File: src/rtl/ft245_bus_controller.sv
// ft245_bus_controller
//   Single-clock master for the FT245 asynchronous USB FIFO bus. Bytes read
//   from the chip are pushed into the receive-side FIFO. Bytes popped from the
//   transmit-side FIFO are written to the chip. Reads and writes alternate when
//   both directions are ready.
//
// Ports
//   clk           system clock, all logic on posedge
//   reset         synchronous, active-high
//   usb_data_in   bus data from pad
//   usb_data_out  bus data to pad; holds its last value while usb_data_oe=0
//   usb_data_oe   pad output enable, 1 = drive bus
//   usb_rxf_n     chip has data (active low, asynchronous)
//   usb_txe_n     chip can accept data (active low, asynchronous)
//   usb_rd_n      read strobe (active low)
//   usb_wr_n      write strobe (active low)
//   rx_data       received byte, valid while rx_wr_en=1
//   rx_wr_en      one-cycle push into the RX FIFO
//   rx_full       RX FIFO full
//   tx_rd_en      one-cycle pop from the TX FIFO
//   tx_data       TX FIFO read data, registered, valid the cycle after tx_rd_en
//   tx_empty      TX FIFO empty
//
// FIFO handshake: rx_wr_en is issued only for a read started while rx_full was
// low, so the push is always accepted. tx_rd_en is issued only while tx_empty
// was low, and the popped byte is taken from tx_data exactly one cycle later.
// rx_full and tx_empty are looked at only in IDLE; a started transaction always
// runs to completion.
//
// The FSM state is kept in the internal signal 'state' (IDLE encodes as 0).

module ft245_bus_controller #(
  parameter int RD_PULSE_CYCLES   = 4,  // 2..255
  parameter int RD_RECOVER_CYCLES = 4,  // 3..255
  parameter int WR_SETUP_CYCLES   = 2,  // 1..255
  parameter int WR_PULSE_CYCLES   = 4,  // 1..255
  parameter int WR_RECOVER_CYCLES = 4   // 3..255
) (
  input  logic       clk,
  input  logic       reset,
  input  logic [7:0] usb_data_in,
  output logic [7:0] usb_data_out,
  output logic       usb_data_oe,
  input  logic       usb_rxf_n,
  input  logic       usb_txe_n,
  output logic       usb_rd_n,
  output logic       usb_wr_n,
  output logic [7:0] rx_data,
  output logic       rx_wr_en,
  input  logic       rx_full,
  output logic       tx_rd_en,
  input  logic [7:0] tx_data,
  input  logic       tx_empty
);

  typedef enum logic [2:0] {
    IDLE       = 3'd0,
    RD_PULSE   = 3'd1,
    RD_RECOVER = 3'd2,
    WR_FETCH   = 3'd3,
    WR_LATCH   = 3'd4,
    WR_SETUP   = 3'd5,
    WR_PULSE   = 3'd6,
    WR_RECOVER = 3'd7
  } state_t;

  typedef enum logic {
    OP_READ  = 1'b0,
    OP_WRITE = 1'b1
  } op_t;

  // The counter is loaded with N-1 on entry and the state exits when it
  // reaches zero, so a timed state lasts exactly N cycles.
  localparam logic [7:0] RD_PULSE_LOAD   = 8'(RD_PULSE_CYCLES - 1);
  localparam logic [7:0] RD_RECOVER_LOAD = 8'(RD_RECOVER_CYCLES - 1);
  localparam logic [7:0] WR_SETUP_LOAD   = 8'(WR_SETUP_CYCLES - 1);
  localparam logic [7:0] WR_PULSE_LOAD   = 8'(WR_PULSE_CYCLES - 1);
  localparam logic [7:0] WR_RECOVER_LOAD = 8'(WR_RECOVER_CYCLES - 1);

  state_t     state, state_d;
  op_t        last_op, last_op_d;
  logic [7:0] cnt, cnt_d;

  // Two-flop synchronisers for the asynchronous chip status pins.
  logic rxf_meta, rxf_s;
  logic txe_meta, txe_s;

  logic       rd_n_d, wr_n_d, oe_d, rx_wr_en_d, tx_rd_en_d;
  logic [7:0] data_out_d, rx_data_d;

  logic can_rd, can_wr, pick_rd, cnt_zero;

  assign can_rd   = !rxf_s && !rx_full;
  assign can_wr   = !txe_s && !tx_empty;
  // On a tie, serve the direction that did not go last.
  assign pick_rd  = can_rd && (!can_wr || (last_op == OP_WRITE));
  assign cnt_zero = (cnt == 8'd0);

  always_comb begin
    state_d    = state;
    last_op_d  = last_op;
    cnt_d      = cnt;
    rd_n_d     = usb_rd_n;
    wr_n_d     = usb_wr_n;
    oe_d       = usb_data_oe;
    data_out_d = usb_data_out;
    rx_data_d  = rx_data;
    rx_wr_en_d = 1'b0;
    tx_rd_en_d = 1'b0;

    unique case (state)
      IDLE: begin
        if (can_rd || can_wr) begin
          if (pick_rd) begin
            rd_n_d  = 1'b0;
            cnt_d   = RD_PULSE_LOAD;
            state_d = RD_PULSE;
          end else begin
            tx_rd_en_d = 1'b1;
            state_d    = WR_FETCH;
          end
        end
      end

      RD_PULSE: begin
        if (cnt_zero) begin
          // Sample the bus on the same edge that releases RD#.
          rx_data_d  = usb_data_in;
          rx_wr_en_d = 1'b1;
          rd_n_d     = 1'b1;
          last_op_d  = OP_READ;
          cnt_d      = RD_RECOVER_LOAD;
          state_d    = RD_RECOVER;
        end else begin
          cnt_d = cnt - 8'd1;
        end
      end

      RD_RECOVER: begin
        if (cnt_zero) state_d = IDLE;
        else          cnt_d   = cnt - 8'd1;
      end

      WR_FETCH: begin
        // tx_rd_en drops here; the FIFO presents the byte next cycle.
        state_d = WR_LATCH;
      end

      WR_LATCH: begin
        data_out_d = tx_data;
        oe_d       = 1'b1;
        cnt_d      = WR_SETUP_LOAD;
        state_d    = WR_SETUP;
      end

      WR_SETUP: begin
        if (cnt_zero) begin
          wr_n_d  = 1'b0;
          cnt_d   = WR_PULSE_LOAD;
          state_d = WR_PULSE;
        end else begin
          cnt_d = cnt - 8'd1;
        end
      end

      WR_PULSE: begin
        if (cnt_zero) begin
          // Release the bus on the same edge that raises WR#.
          wr_n_d    = 1'b1;
          oe_d      = 1'b0;
          last_op_d = OP_WRITE;
          cnt_d     = WR_RECOVER_LOAD;
          state_d   = WR_RECOVER;
        end else begin
          cnt_d = cnt - 8'd1;
        end
      end

      WR_RECOVER: begin
        if (cnt_zero) state_d = IDLE;
        else          cnt_d   = cnt - 8'd1;
      end

      default: state_d = IDLE;
    endcase
  end

  always_ff @(posedge clk) begin
    if (reset) begin
      rxf_meta     <= 1'b1;
      rxf_s        <= 1'b1;
      txe_meta     <= 1'b1;
      txe_s        <= 1'b1;
      state        <= IDLE;
      last_op      <= OP_WRITE;
      cnt          <= 8'd0;
      usb_rd_n     <= 1'b1;
      usb_wr_n     <= 1'b1;
      usb_data_oe  <= 1'b0;
      usb_data_out <= 8'd0;
      rx_data      <= 8'd0;
      rx_wr_en     <= 1'b0;
      tx_rd_en     <= 1'b0;
    end else begin
      rxf_meta     <= usb_rxf_n;
      rxf_s        <= rxf_meta;
      txe_meta     <= usb_txe_n;
      txe_s        <= txe_meta;
      state        <= state_d;
      last_op      <= last_op_d;
      cnt          <= cnt_d;
      usb_rd_n     <= rd_n_d;
      usb_wr_n     <= wr_n_d;
      usb_data_oe  <= oe_d;
      usb_data_out <= data_out_d;
      rx_data      <= rx_data_d;
      rx_wr_en     <= rx_wr_en_d;
      tx_rd_en     <= tx_rd_en_d;
    end
  end

endmodule

File: config.mk
export PLATFORM = sky130hd
export DESIGN_NAME = ft245_bus_controller
export DESIGN_NICKNAME = d
export VERILOG_FILES = /design/src/rtl/ft245_bus_controller.sv
export SDC_FILE = /design/constraint.sdc
export NUM_CORES = 1
export LEC_CHECK = 0
export ABC_AREA = 1
export CAP_MARGIN = 40
export CORE_MARGIN = 5
export CORE_UTILIZATION = 52
export CTS_CLUSTER_SIZE = 25
export DETAILED_ROUTE_END_ITERATION = 12
export GPL_TIMING_DRIVEN = 0
export MAX_ROUTING_LAYER = met4
export PLACE_DENSITY = 0.84
export SLEW_MARGIN = 0
export SYNTH_ARGS = -nofsm -noshare
export SYNTH_HDL_FRONTEND = slang
export SYNTH_SLANG_ARGS = --single-unit
File: constraint.sdc
create_clock -name clk -period 3.65 [get_ports clk]
set_clock_uncertainty 0.15 [all_clocks]
set_input_delay 0.73 -clock clk [delete_from_list [all_inputs] [get_ports clk]]
set_output_delay 0.73 -clock clk [all_outputs]
set_load 0.01 [all_outputs]
==> results.env <==
DR_TOTAL_VIAS=1591
DPL.HPWL_UM=2910
SETUP_VIOL_COUNT_FINAL=0
COMBINATIONAL_SHARE_OF_POWER_PCT=52.1
ROUTED_WL_UM=3770
YOSYS_WARNINGS=0
AREA_DELTA_SYNTH_FINAL_PCT=31.0
CTS.ROOT.BUFFER_CELL='clkbuf_4'
FLIP_FLOP_AND_LATCH_COUNT_AFTER_SYNTHESIS=37
CLOCKPOWERSHARE_PCT=13.2
ASYNCSETRESETFLOPFRACSYNTH_PCT=0
STARTPOINT_TYPE='register'
TRITONCTS='done'
TIMING.SETUP.TNS_NS=0
GRT_OVERFLOW=0
PORTBUFFERS=42
FF2FF_SETUP_SLACK_NS=1.93
CTS.CLK_SLEW.WORST_PATHS_NS=0.10
CAP_VIOLATIONS=0
MUXSHAREOFSYNTHAREA_PCT=0
DATA_REQUIRED_TIME_OF_THE_CRITICAL_PATH_NS=2.77
ENDPOINT_OF_THE_MOST_CRITICAL_SETUP_PATH='rx_data[0]'
POSTCTSSETUPBUFFERS=0
CRIT_FANOUT=2
HOLDCRITPATHCLASS='register to register'
CHIPHEIGHT_UM=67.1
GRT_MAX_DEGREE=12
IO-PIN-COUNT=43
MAX-CLOCK-PATH-BUFFERS=2
SLEW_VIOL_FINAL=0
FINALNETCOUNT=304
INTPOWER_uW=880
ANTENNA_CELLS=0
FLOORPLAN.CORE_AREA_UM2=3100
POST_SYNTH_INST_COUNT=232
FIN_CRIT_NS=2.11
POWER_mW=1.56
SYNTH_TOP_FAMILY_BY_AREA='simple AND/OR/NAND/NOR gates'
TRITONCTS_NUM_SINKS=37
SYNTH_SIMPLE_GATE_AREA_SHARE_PCT=36.0
R2R-START='cnt[0]'
SYN_AREA_UM2=1700
WORST_PATH_CELL_TRACE='clkdlybuf4s50_1'
CLOCK_TREE.HTREE_LEVEL_COUNT=2
LEAKAGEPOWER_nW=0.956
SLOWEST_STAGE_CELL_CRIT_PATH='clkdlybuf4s50_1'
DIE_AREA_UM2=4510
FINAL_LAYOUT_SIZE_SUFFIX_GT1_SHARE_PCT=13.5
SWITCHINGPOWER_uW=677
VIA_COUNT_OF_THE_FIRST_GLOBAL_ROUTING_PASS=1496
VDD_DROP_MAX_mV=0.409
SYNTH.LIB_CELLS_USED.DISTINCT=30
HOLD_VIOLATIONS=0
GRT_FIRST_PASS_WIRELENGTH_UM=6480
CLOCK.FMAX_GHz=0.473
GLOBALROUTETOTALUTIL_PCT=19.2
CLK-INSERTION-DELAY-LATE_NS=0.34
WORST_SETUP_PATH_END_KIND='output port'
RESULT_OF_THE_RUN='finished clean'
CTS-HOLD-FIX-BUFFERS=0
POST_SYNTH.CELL_AREA_AVG_UM2=7.32
POSTSYNTHNETCOUNT=255
ARRIVAL_NS=1.23
POWER.SHARE.SEQUENTIAL_PCT=34.8
DR_VIAS_CELL=4.88
TIMING.CRITICAL_PATH.DEPTH=1
LAYOUT.CELLS.MOST_COMMON_LIST='49 x nor2_1, 42 x clkdlybuf4s50_1, 40 x nand2_1, 37 x dfxtp_1, 20 x o21ai_0'
CTS_RESIZED=0
SYNTHFLOPTYPE='dfxtp_1'
CRITPATHBUFINV=1
SYNTH-SEQ-AREA-SHARE_PCT=43.6
FLOORPLAN.INITIALDENSITY_PCT=54.7
DETAILEDROUTE.FIRSTITERATIONVIOLATIONS=111
TIGHTESTPINTRANSITION_NS=0.479
UNREPAIRED_SETUP_ENDPOINTS_AFTER_GLOBAL_ROUTING='no'
DRC=0
DETAIL_ROUTE.WL_PER_CELL_UM=11.6
SETUP.WORST_PATH.CLASS='register to output port'
SLEW_HEADROOM_PCT=68.0
WORSTHOLDPATHCELLS=1
MIN_PERIOD_OVER_PERIOD_PCT=57.9
GRT_ANTENNA_BEFORE_REPAIR=0
FP-ROW-COUNT=20
SYNTH_ENABLE_FLOP_CELLS=0
DRT_PASS1_ITERATIONS=4
CRITPATHMAXSTAGEDELAY_NS=0.55
PLACE.GP.CONGESTION=0.828
POWER.SHARE.SWITCHING_PCT=43.5
CTS_INSERTED_BUFFERS=5
ANTENNA_LEFT=0
WORST_R2R_PATH_DEPTH=8
CAPTURE_POINT_OF_THE_WORST_REG_TO_REG_PATH='rx_data[5]'
SHARE_OF_THE_SYNTHESIZED_AREA_IN_COMPOUND_GATES_AO_OA_AOI_OAI_PCT=11.5
SYNTHXORXNORAREAFRAC_PCT=0.516
POST_SYNTH_FA_HA_MAJ_AREA_FRACTION_PCT=0.737
FP.DIEW_UM=67.1
WORST_SETUP_STARTPOINT='rx_data[0]'
CRITICAL-PATH-TOP-DELAY-FAMILY='buffers and inverters'
MOST_COMMON_CELL_AFTER_LAYOUT_FILL_AND_TAPS_ASIDE='nor2_1'
CELLPOWERDENSITY_nW_PER_UM2=700
HOLD_PATH_START='rxf_meta'
==> registers in the layout, indices dropped and copies added (netlist names) <==
register      cells
cnt               8
rx_data           8
usb_data_out      8
state             3
last_op           1
rx_wr_en          1
rxf_meta          1
rxf_s             1
tx_rd_en          1
txe_meta          1
txe_s             1
usb_data_oe       1
usb_rd_n          1
usb_wr_n          1
==> power by group through the flow <==
stage | combinational [mW] | sequential, mW | clock [mW]
floorplan | 0.606 | 0.558 | 0
global placement | 0.799 | 0.548 | 0
detailed placement | 0.811 | 0.550 | 0
CTS | 0.814 | 0.541 | 0.215
global route | 0.921 | 0.553 | 0.229
finish | 0.811 | 0.541 | 0.205
==> stage by stage <==
step                      instance area (um2)  std cells  hold WS (ns)  util (%)  setup slack [ns]
after global placement                   2170        318         0.243      70.0              1.37
after floorplan                          1700        232         0.239         -              1.96
final                                    2220        326         0.280      71.7              1.54
after global routing                     2220        326         0.309      71.7              1.47
after detailed placement                 2170        318         0.262      70.0              1.38
after CTS                                2220        326         0.288      71.7              1.51
==> layout make-up <==
type | count | area, um2
buffer | 6 | 31.3
clock inverter | 2 | 10.0
clock buffer | 6 | 41.3
timing repair buffer | 42 | 420
tap | 44 | 55.1
fill | 253 | 878
multi-input combinational | 163 | 827
inverter | 26 | 98.8
sequential | 37 | 741
==> synth_stat cells, types with 2 or more instances <==
master     n  share of area, %
a21oi_1    9               2.7
buf_4      2              0.88
clkbuf_1   3              0.66
dfxtp_1   37                44
inv_1     18               4.0
inv_2      6               1.3
nand2_1   40               8.8
nand2_2    3               1.1
nand2_4    2               1.3
nand3_1   11               3.2
nand4_1    6               2.2
nor2_1    49                11
nor2_2     2              0.74
nor2_4     3               2.0
o21ai_0   20               5.9
o21ai_1    3              0.88
or2_2      5               1.8
==> worst min path at each step <==
stage,to
floorplan,rxf_s
global placement,rxf_s
detailed placement,rxf_s
CTS,rxf_s
global route,txe_s
finish,rxf_s
==> routing by layer <==
layer / up-vias / part of all wire [%] / track usage [%]
met3: 5 / 5.8 / 4.99
met4: 0 / 0.82 / 5.57
met1: 718 / 44 / 22.4
li1: 830 / - / -
met5: - / 0 / -
met2: 38 / 50 / 32.5
==> kinds of logic after synthesis <==
family,count (synthesis)
compound gates,35
flops,37
buf+inv,32
xor+xnor,1
simple gates,126
fa+ha+maj,1
Power figures use the tool's default switching activity.
